==> src/rtl/multicycle_ctrl.sv <==
// -----------------------------------------------------------------------------
// multicycle_ctrl
//
// Control FSM for a multicycle RV32I datapath. It walks each instruction
// through fetch, decode, execute, memory and writeback for LW, SW, R-type,
// I-type ALU, BEQ and JAL. It drives the operand/result mux selects, the
// write enables and the memory request.
//
// Outputs are decoded from the registered state only, with two exceptions:
//   - in FETCH, ir_write/pc_write are qualified by mem_ready (the fetch commits
//     in the cycle the memory completes);
//   - in BRANCH, pc_write follows the ALU zero flag.
// Because the outputs come straight from the state register, asserting rst_n
// low drops mem_req in the same instant, without waiting for a clock edge.
//
// Memory handshake: mem_req is the valid and mem_ready is the ready. A request
// completes on a rising edge where both are 1. While mem_req=1 and mem_ready=0
// the state holds, so mem_req, mem_we and addr_sel stay stable for the whole
// wait. mem_ready is ignored whenever mem_req=0. Each state visit issues at
// most one request.
//
// Parameters:
//   STATE_W    width of the state debug output (encoding needs 4 bits)
//
// Ports:
//   clk        rising-edge clock
//   rst_n      asynchronous active-low reset
//   opcode     IR[6:0] of the latched instruction
//   zero       ALU zero flag
//   mem_ready  memory completes the current request this cycle
//   pc_write   load PC from result mux
//   ir_write   load IR from memory read data
//   mem_req    memory request, held until mem_ready
//   mem_we     request is a write
//   addr_sel   memory address: 0 = PC, 1 = ALUOut
//   reg_write  write rd from result mux
//   src_a_sel  ALU A: 00 PC, 01 oldPC, 10 rs1
//   src_b_sel  ALU B: 00 rs2, 01 imm, 10 constant 4
//   result_sel result mux: 00 ALUOut reg, 01 mem read data, 10 ALU result
//   alu_op     00 add, 01 sub, 10 funct-decoded
//   illegal    unsupported opcode trapped (sticky until reset)
//   state      current state, for debug
//
// Optional feature (macro MULTICYCLE_CTRL_PERF_EN):
//   retired    32-bit count of completed instructions
//   cycles     32-bit count of cycles spent outside IDLE/TRAP
// -----------------------------------------------------------------------------
module multicycle_ctrl #(
  parameter int STATE_W = 4
) (
  input  logic               clk,
  input  logic               rst_n,
  input  logic [6:0]         opcode,
  input  logic               zero,
  input  logic               mem_ready,
  output logic               pc_write,
  output logic               ir_write,
  output logic               mem_req,
  output logic               mem_we,
  output logic               addr_sel,
  output logic               reg_write,
  output logic [1:0]         src_a_sel,
  output logic [1:0]         src_b_sel,
  output logic [1:0]         result_sel,
  output logic [1:0]         alu_op,
  output logic               illegal,
  output logic [STATE_W-1:0] state
`ifdef MULTICYCLE_CTRL_PERF_EN
  ,
  output logic [31:0]        retired,
  output logic [31:0]        cycles
`endif
);

  localparam logic [6:0] OP_LW  = 7'b0000011;
  localparam logic [6:0] OP_SW  = 7'b0100011;
  localparam logic [6:0] OP_R   = 7'b0110011;
  localparam logic [6:0] OP_I   = 7'b0010011;
  localparam logic [6:0] OP_BEQ = 7'b1100011;
  localparam logic [6:0] OP_JAL = 7'b1101111;

  typedef enum logic [3:0] {
    S_IDLE   = 4'd0,
    S_FETCH  = 4'd1,
    S_DECODE = 4'd2,
    S_MEMADR = 4'd3,
    S_MEMRD  = 4'd4,
    S_MEMWB  = 4'd5,
    S_MEMWR  = 4'd6,
    S_EXECR  = 4'd7,
    S_EXECI  = 4'd8,
    S_ALUWB  = 4'd9,
    S_BRANCH = 4'd10,
    S_JAL    = 4'd11,
    S_JALWB  = 4'd12,
    S_TRAP   = 4'd15
  } state_t;

  state_t cur_state;

  // ---------------------------------------------------------------------------
  // State register
  // ---------------------------------------------------------------------------
  always_ff @(posedge clk or negedge rst_n) begin
    if (!rst_n) begin
      cur_state <= S_IDLE;
    end else begin
      case (cur_state)
        S_IDLE:   cur_state <= S_FETCH;
        S_FETCH:  if (mem_ready) cur_state <= S_DECODE;
        S_DECODE: begin
          case (opcode)
            OP_LW, OP_SW: cur_state <= S_MEMADR;
            OP_R:         cur_state <= S_EXECR;
            OP_I:         cur_state <= S_EXECI;
            OP_BEQ:       cur_state <= S_BRANCH;
            OP_JAL:       cur_state <= S_JAL;
            default:      cur_state <= S_TRAP;
          endcase
        end
        // Only LW and SW reach MEMADR, and IR is stable, so one compare is enough.
        S_MEMADR: cur_state <= (opcode == OP_SW) ? S_MEMWR : S_MEMRD;
        S_MEMRD:  if (mem_ready) cur_state <= S_MEMWB;
        S_MEMWB:  cur_state <= S_FETCH;
        S_MEMWR:  if (mem_ready) cur_state <= S_FETCH;
        S_EXECR:  cur_state <= S_ALUWB;
        S_EXECI:  cur_state <= S_ALUWB;
        S_ALUWB:  cur_state <= S_FETCH;
        S_BRANCH: cur_state <= S_FETCH;
        S_JAL:    cur_state <= S_JALWB;
        S_JALWB:  cur_state <= S_FETCH;
        S_TRAP:   cur_state <= S_TRAP;
        // The unused encodings 13 and 14 trap.
        default:  cur_state <= S_TRAP;
      endcase
    end
  end

  // ---------------------------------------------------------------------------
  // Output decode
  // ---------------------------------------------------------------------------
  always_comb begin
    pc_write   = 1'b0;
    ir_write   = 1'b0;
    mem_req    = 1'b0;
    mem_we     = 1'b0;
    addr_sel   = 1'b0;
    reg_write  = 1'b0;
    src_a_sel  = 2'b00;
    src_b_sel  = 2'b00;
    result_sel = 2'b00;
    alu_op     = 2'b00;
    illegal    = 1'b0;
    case (cur_state)
      S_FETCH: begin
        // PC+4 goes straight through the result mux. It commits with the IR load.
        mem_req    = 1'b1;
        src_b_sel  = 2'b10;
        result_sel = 2'b10;
        ir_write   = mem_ready;
        pc_write   = mem_ready;
      end
      S_DECODE: begin
        // Compute the branch/jump target oldPC+imm early, into ALUOut.
        src_a_sel = 2'b01;
        src_b_sel = 2'b01;
      end
      S_MEMADR: begin
        src_a_sel = 2'b10;
        src_b_sel = 2'b01;
      end
      S_MEMRD: begin
        mem_req  = 1'b1;
        addr_sel = 1'b1;
      end
      S_MEMWB: begin
        reg_write  = 1'b1;
        result_sel = 2'b01;
      end
      S_MEMWR: begin
        mem_req  = 1'b1;
        mem_we   = 1'b1;
        addr_sel = 1'b1;
      end
      S_EXECR: begin
        src_a_sel = 2'b10;
        alu_op    = 2'b10;
      end
      S_EXECI: begin
        src_a_sel = 2'b10;
        src_b_sel = 2'b01;
        alu_op    = 2'b10;
      end
      S_ALUWB: begin
        reg_write = 1'b1;
      end
      S_BRANCH: begin
        // rs1-rs2 sets zero. The target was left in ALUOut by DECODE.
        src_a_sel = 2'b10;
        alu_op    = 2'b01;
        pc_write  = zero;
      end
      S_JAL: begin
        // Load PC with the target in ALUOut. The ALU computes the link oldPC+4.
        pc_write  = 1'b1;
        src_a_sel = 2'b01;
        src_b_sel = 2'b10;
      end
      S_JALWB: begin
        reg_write = 1'b1;
      end
      S_TRAP: begin
        illegal = 1'b1;
      end
      default: ;
    endcase
  end

  assign state = STATE_W'(cur_state);

`ifdef MULTICYCLE_CTRL_PERF_EN
  // ---------------------------------------------------------------------------
  // Performance counters (wrap naturally at 2^32)
  // ---------------------------------------------------------------------------
  logic retire_now;

  assign retire_now = (cur_state == S_MEMWB) || (cur_state == S_ALUWB) ||
                      (cur_state == S_BRANCH) || (cur_state == S_JALWB) ||
                      ((cur_state == S_MEMWR) && mem_ready);

  always_ff @(posedge clk or negedge rst_n) begin
    if (!rst_n) begin
      retired <= 32'd0;
      cycles  <= 32'd0;
    end else begin
      if (retire_now) retired <= retired + 32'd1;
      if ((cur_state != S_IDLE) && (cur_state != S_TRAP)) cycles <= cycles + 32'd1;
    end
  end
`endif

endmodule

==> config.mk <==
export PLATFORM = sky130hd
export DESIGN_NAME = multicycle_ctrl
export DESIGN_NICKNAME = d
export VERILOG_FILES = /design/src/rtl/multicycle_ctrl.sv
export SDC_FILE = /design/constraint.sdc
export NUM_CORES = 1
export LEC_CHECK = 0
export ABC_AREA = 1
export CAP_MARGIN = 20
export CORE_MARGIN = 2
export CORE_UTILIZATION = 38
export CTS_CLUSTER_SIZE = 8
export DETAILED_ROUTE_END_ITERATION = 7
export HOLD_SLACK_MARGIN = 0.15
export PLACE_DENSITY = 0.82
export SLEW_MARGIN = 40
export SYNTH_ARGS = -nofsm -noshare
export SYNTH_HDL_FRONTEND = slang
export SYNTH_SLANG_ARGS = --single-unit
==> constraint.sdc <==
create_clock -name clk -period 2.4 [get_ports clk]
set_clock_uncertainty 0.05 [all_clocks]
set_input_delay 0.24 -clock clk [delete_from_list [all_inputs] [get_ports clk]]
set_output_delay 0.24 -clock clk [all_outputs]
set_load 0.03 [all_outputs]
# After elaboration in Yosys (flattened, before gate mapping)
# Index checks and enable logic that the tools add are counted.
# totals
reg_bits	4
elab_cells	52
# op_classes
n_eq_ne	22
mux	17
n_reduce_logical	12
# op_table
op	count
$pmux 4 s8	1
$eq 4x4->1 const B	6
$pmux 4 s5	1
$eq 4x3->1 const B	4
$pmux 2 s2	4
$eq 7x6->1 const B	2
$eq 7x7->1 const B	2
$mux 4	3
$reduce_or 2->1	5
$reduce_or 3->1	3
$eq 4x2->1 const B	2
$eq 7x2->1 const B	1
$eq 7x5->1 const B	1
$mux 1	6
$ne 2x2->1 const B	3
$reduce_or 5->1	1
$eq 4x1->1 const B	1
$logic_not 4->1	1
$reduce_or 4->1	1
$pmux 1 s3	1
$reduce_and 3->1	1
$mux 2	1

# Depth between registers and ports, before layout
# logic_depth
depth_word	4
ltp_mapped	8
ltp_nobuf	8

# Worst setup path before layout
# Ideal clock, no wire load.
# synth_path
path_type	reg-to-output
from	register cur_state[0] (netlist: state[0])
to	output pc_write
arrival_time_ns	1.705
t_required_ns	2.110
slack_ns	0.405
path_stages_with_launch	6
path_buffers	0
cell_sequence	dfrtp_1 > inv_1 > nand2_1 > nor2_1 > a21oi_1 > o21ai_0
# synth_via
elab_chain_len	2
word_cells_on_any_way	4
classes_between	eq/ne (3); mux (1)
# synth_rtl
element	line_no	rtl
start: declaration	99	state_t cur_state;
start signal: assignment	122	S_MEMADR: cur_state <= (opcode == OP_SW) ? S_MEMWR : S_MEMRD;
$eq 4x4->1 or $eq 4x1->1 (tied branches)	154	case (cur_state)
$pmux 1 s3 *	154	
end: declaration	56	output logic pc_write,
# Every way passes the cells marked *; elsewhere a longest branch is shown, timed or not.

# Worst setup path after layout
# layout_path
from	register cur_state[3] (netlist: state[3])
to	output src_b_sel[0]
# layout_via
elab_chain_len	3
word_cells_on_any_way	8
classes_between	eq/ne (5); mux (1); reduce/logical (2)
# layout_rtl
element	line_no	rtl
$eq 4x4->1, or another cell as far along	154	
$reduce_or 3->1 (no line) or $reduce_or 2->1 (tied branches)	-	
$pmux 2 s2 *	154	
end: declaration	63	output logic [1:0] src_b_sel,
# Marked as above.

==> out/metrics.cfg <==
[final_layout]
mostFrequentLayoutCells = clkdlybuf4s50_1 (29), nor2_1 (23), nand2_1 (20), inv_1 (16), a21oi_1 (7)
largest_reg_flops = 4
drive_above_1_share_pct = 9.449
fillers = 116
layoutNonFillerInstCount = 141
syn_to_final_growth_pct = 69.04
multi_input_area_sq_um = 325.3
regArea_sq_um = 100.1
final_nets = 140
final_common_cell = clkdlybuf4s50_1
post-route-util_pct = 72.08
antenna_cells = 0

[global_routing]
grt_use_total_pct = 22.54
grt_first_pass_wirelength_microns = 2325
grt-ovfl-total = 0
grt_pass1_vias = 568
grt_max_degree = 8
antenna_found_initial = 0

[setup_path]
cp-end-kind = output port
crit_top_cell = nor2_2
crit_family = buffers and inverters
start_kind = flop
cp_cell_sequence = nor2_2 -> inv_2 -> nor2_2 -> inv_1 -> nand3b_1 -> clkdlybuf4s50_1
cp.arrival_ns = 1.97
critPathKind = flop to output port
required_ns = 2.11
crit_fanout = 7
cp_slowest_cell = clkdlybuf4s50_1
slowest_delay_ns = 0.66
critical_path_buf_inv_count = 3

[logic_synthesis]
netlist_area_sq_um = 493.0
synth.area.top_cells = dfrtp_1 (20%), nor2_1 (18%), nand2_1 (15%)
synth_top_area_share_pct = 20.30
synth.net_count = 105
yosysTopAreaCell = dfrtp_1
yosys_warnings = 0
syn_inst = 94
synth_cell_types = 15
synth-seq-cells = 4
syn_area_per_cell_sq_um = 5.244
yosysSeqAreaShare_pct = 20.30

[floorplanning]
die_width_microns = 40.02
core_sq_um = 1156
die_h_microns = 40.02
start_util_pct = 42.64
dieArea_sq_um = 1602
ios = 30
num_rows = 12

[timing]
max_freq_ghz = 0.4426
final.setup.tns_ns = 0
period_needed_ns = 2.259
slew_headroom_pct = 77.20
worstMarginPinSlew_ns = 0.3394
hold_viol_final = 0
finalSetupViolCount = 0
rsz0062_at_grt = false
final_max_slew_viol_count = 0
worst_hold_slack_ns = 0.6154
period_share_pct = 94.13

[clocking]
cts-root-buf = clkbuf_4
cts_setup_buffers = 0
clk_latency_ns = 0.26
cts_hold_buf = 1
cts_resized = 0
cts_made_buffers = 3
cts_tree = built
clkTransAtPathRegs_ns = 0.05
clock_path_buffers = 2
htreeDepth = 1
cts_sinks = 4

[routing]
ant_nets = 0
firstDrtPassIters = 4
wl_per_cell_microns = 10.92
vias = 708
first_iter_violations = 12
routed_via_density = 5.021
drc = 0
drt-total-wl_microns = 1540

[min_path]
hold_path_class = flop to flop

[placed_design]
port_buffers = 29
dp.cells = 137
gp_congestion = 0.9310
place_hpwl_microns = 1192

[flow_run]
cap_violations = 0

[power_and_ir_drop]
p_per_area_nw_per_um2 = 1458
ir_drop_uv = 712.8
p_leak_nw = 0.4146

[run_status]
outcome = finished clean

## tightest hold or removal path, cell delays in order, from the launching register on
cell     delay [ns]
dfrtp_1        0.44
nor2_1         0.13
nor2_1         0.05
## report_power, final
part	total [mW]	internal, mW	switching [mW]
Sequential	0.148	0.101	0.0472
Clock	0.0934	0.0565	0.0369
Combinational	0.973	0.370	0.603
Total	1.21	0.528	0.687
## synthesized netlist by cell type (all sizes together)
cell    count
nor3        2
nand2      23
dfrtp       4
nand3       6
a211oi      1
a31oi       2
o21ai       2
a21oi       7
nand3b      1
nor2       27
inv        18
a22oi       1
## cell type report
cell class / instances / area share (%)
multi-input cells: 72 / 39.04
repair buffers: 30 / 36.04
flip-flops and latches: 4 / 12.01
inverters: 18 / 8.108
clock buffers: 3 / 2.703
well taps: 14 / 2.102
## per-layer routing
| layer | track usage (%) | routed length (microns) |
|---|---|---|
| met4 | 10.34 | 11 |
| met2 | 38.31 | 771 |
| met5 | 0 | 0 |
| met1 | 25.59 | 651 |
| met3 | 6.667 | 106 |
## cell families (layout without fill, tap and decap cells)
| group | count (synthesis) | in the layout | share of synthesized area, % |
|---|---|---|---|
| AOI/OAI and AO/OA | 13 | 13 | 14.72 |
| buffers and inverters | 18 | 51 | 13.71 |
| DFF | 4 | 4 | 20.31 |
| and+or+nand+nor | 59 | 59 | 51.27 |
## metrics by stage
step                setup WS (ns)  power [mW]  cell area, sq um
finish                     0.1408       1.215             833.3
global route              0.03325       1.294             833.3
CTS                        0.1599       1.216             833.3
detailed placement         0.4450       1.118             800.8
global placement           0.4402       1.112             800.8
floorplan                  0.4050      0.7558             493.0
## final timing paths
check,from,end,slack [ns],cells after the start
setup / recovery,state[3],src_b_sel[0],0.14,6
hold / removal,state[1],state[1],0.62,2
setup reg to reg,state[3],state[1],0.99,7
hold reg to reg,state[1],state[1],0.62,2
max in group asynchronous,rst_n,state[2],1.40,2
min in group asynchronous,rst_n,state[3],0.71,2
(Power assumes the default switching activity.)
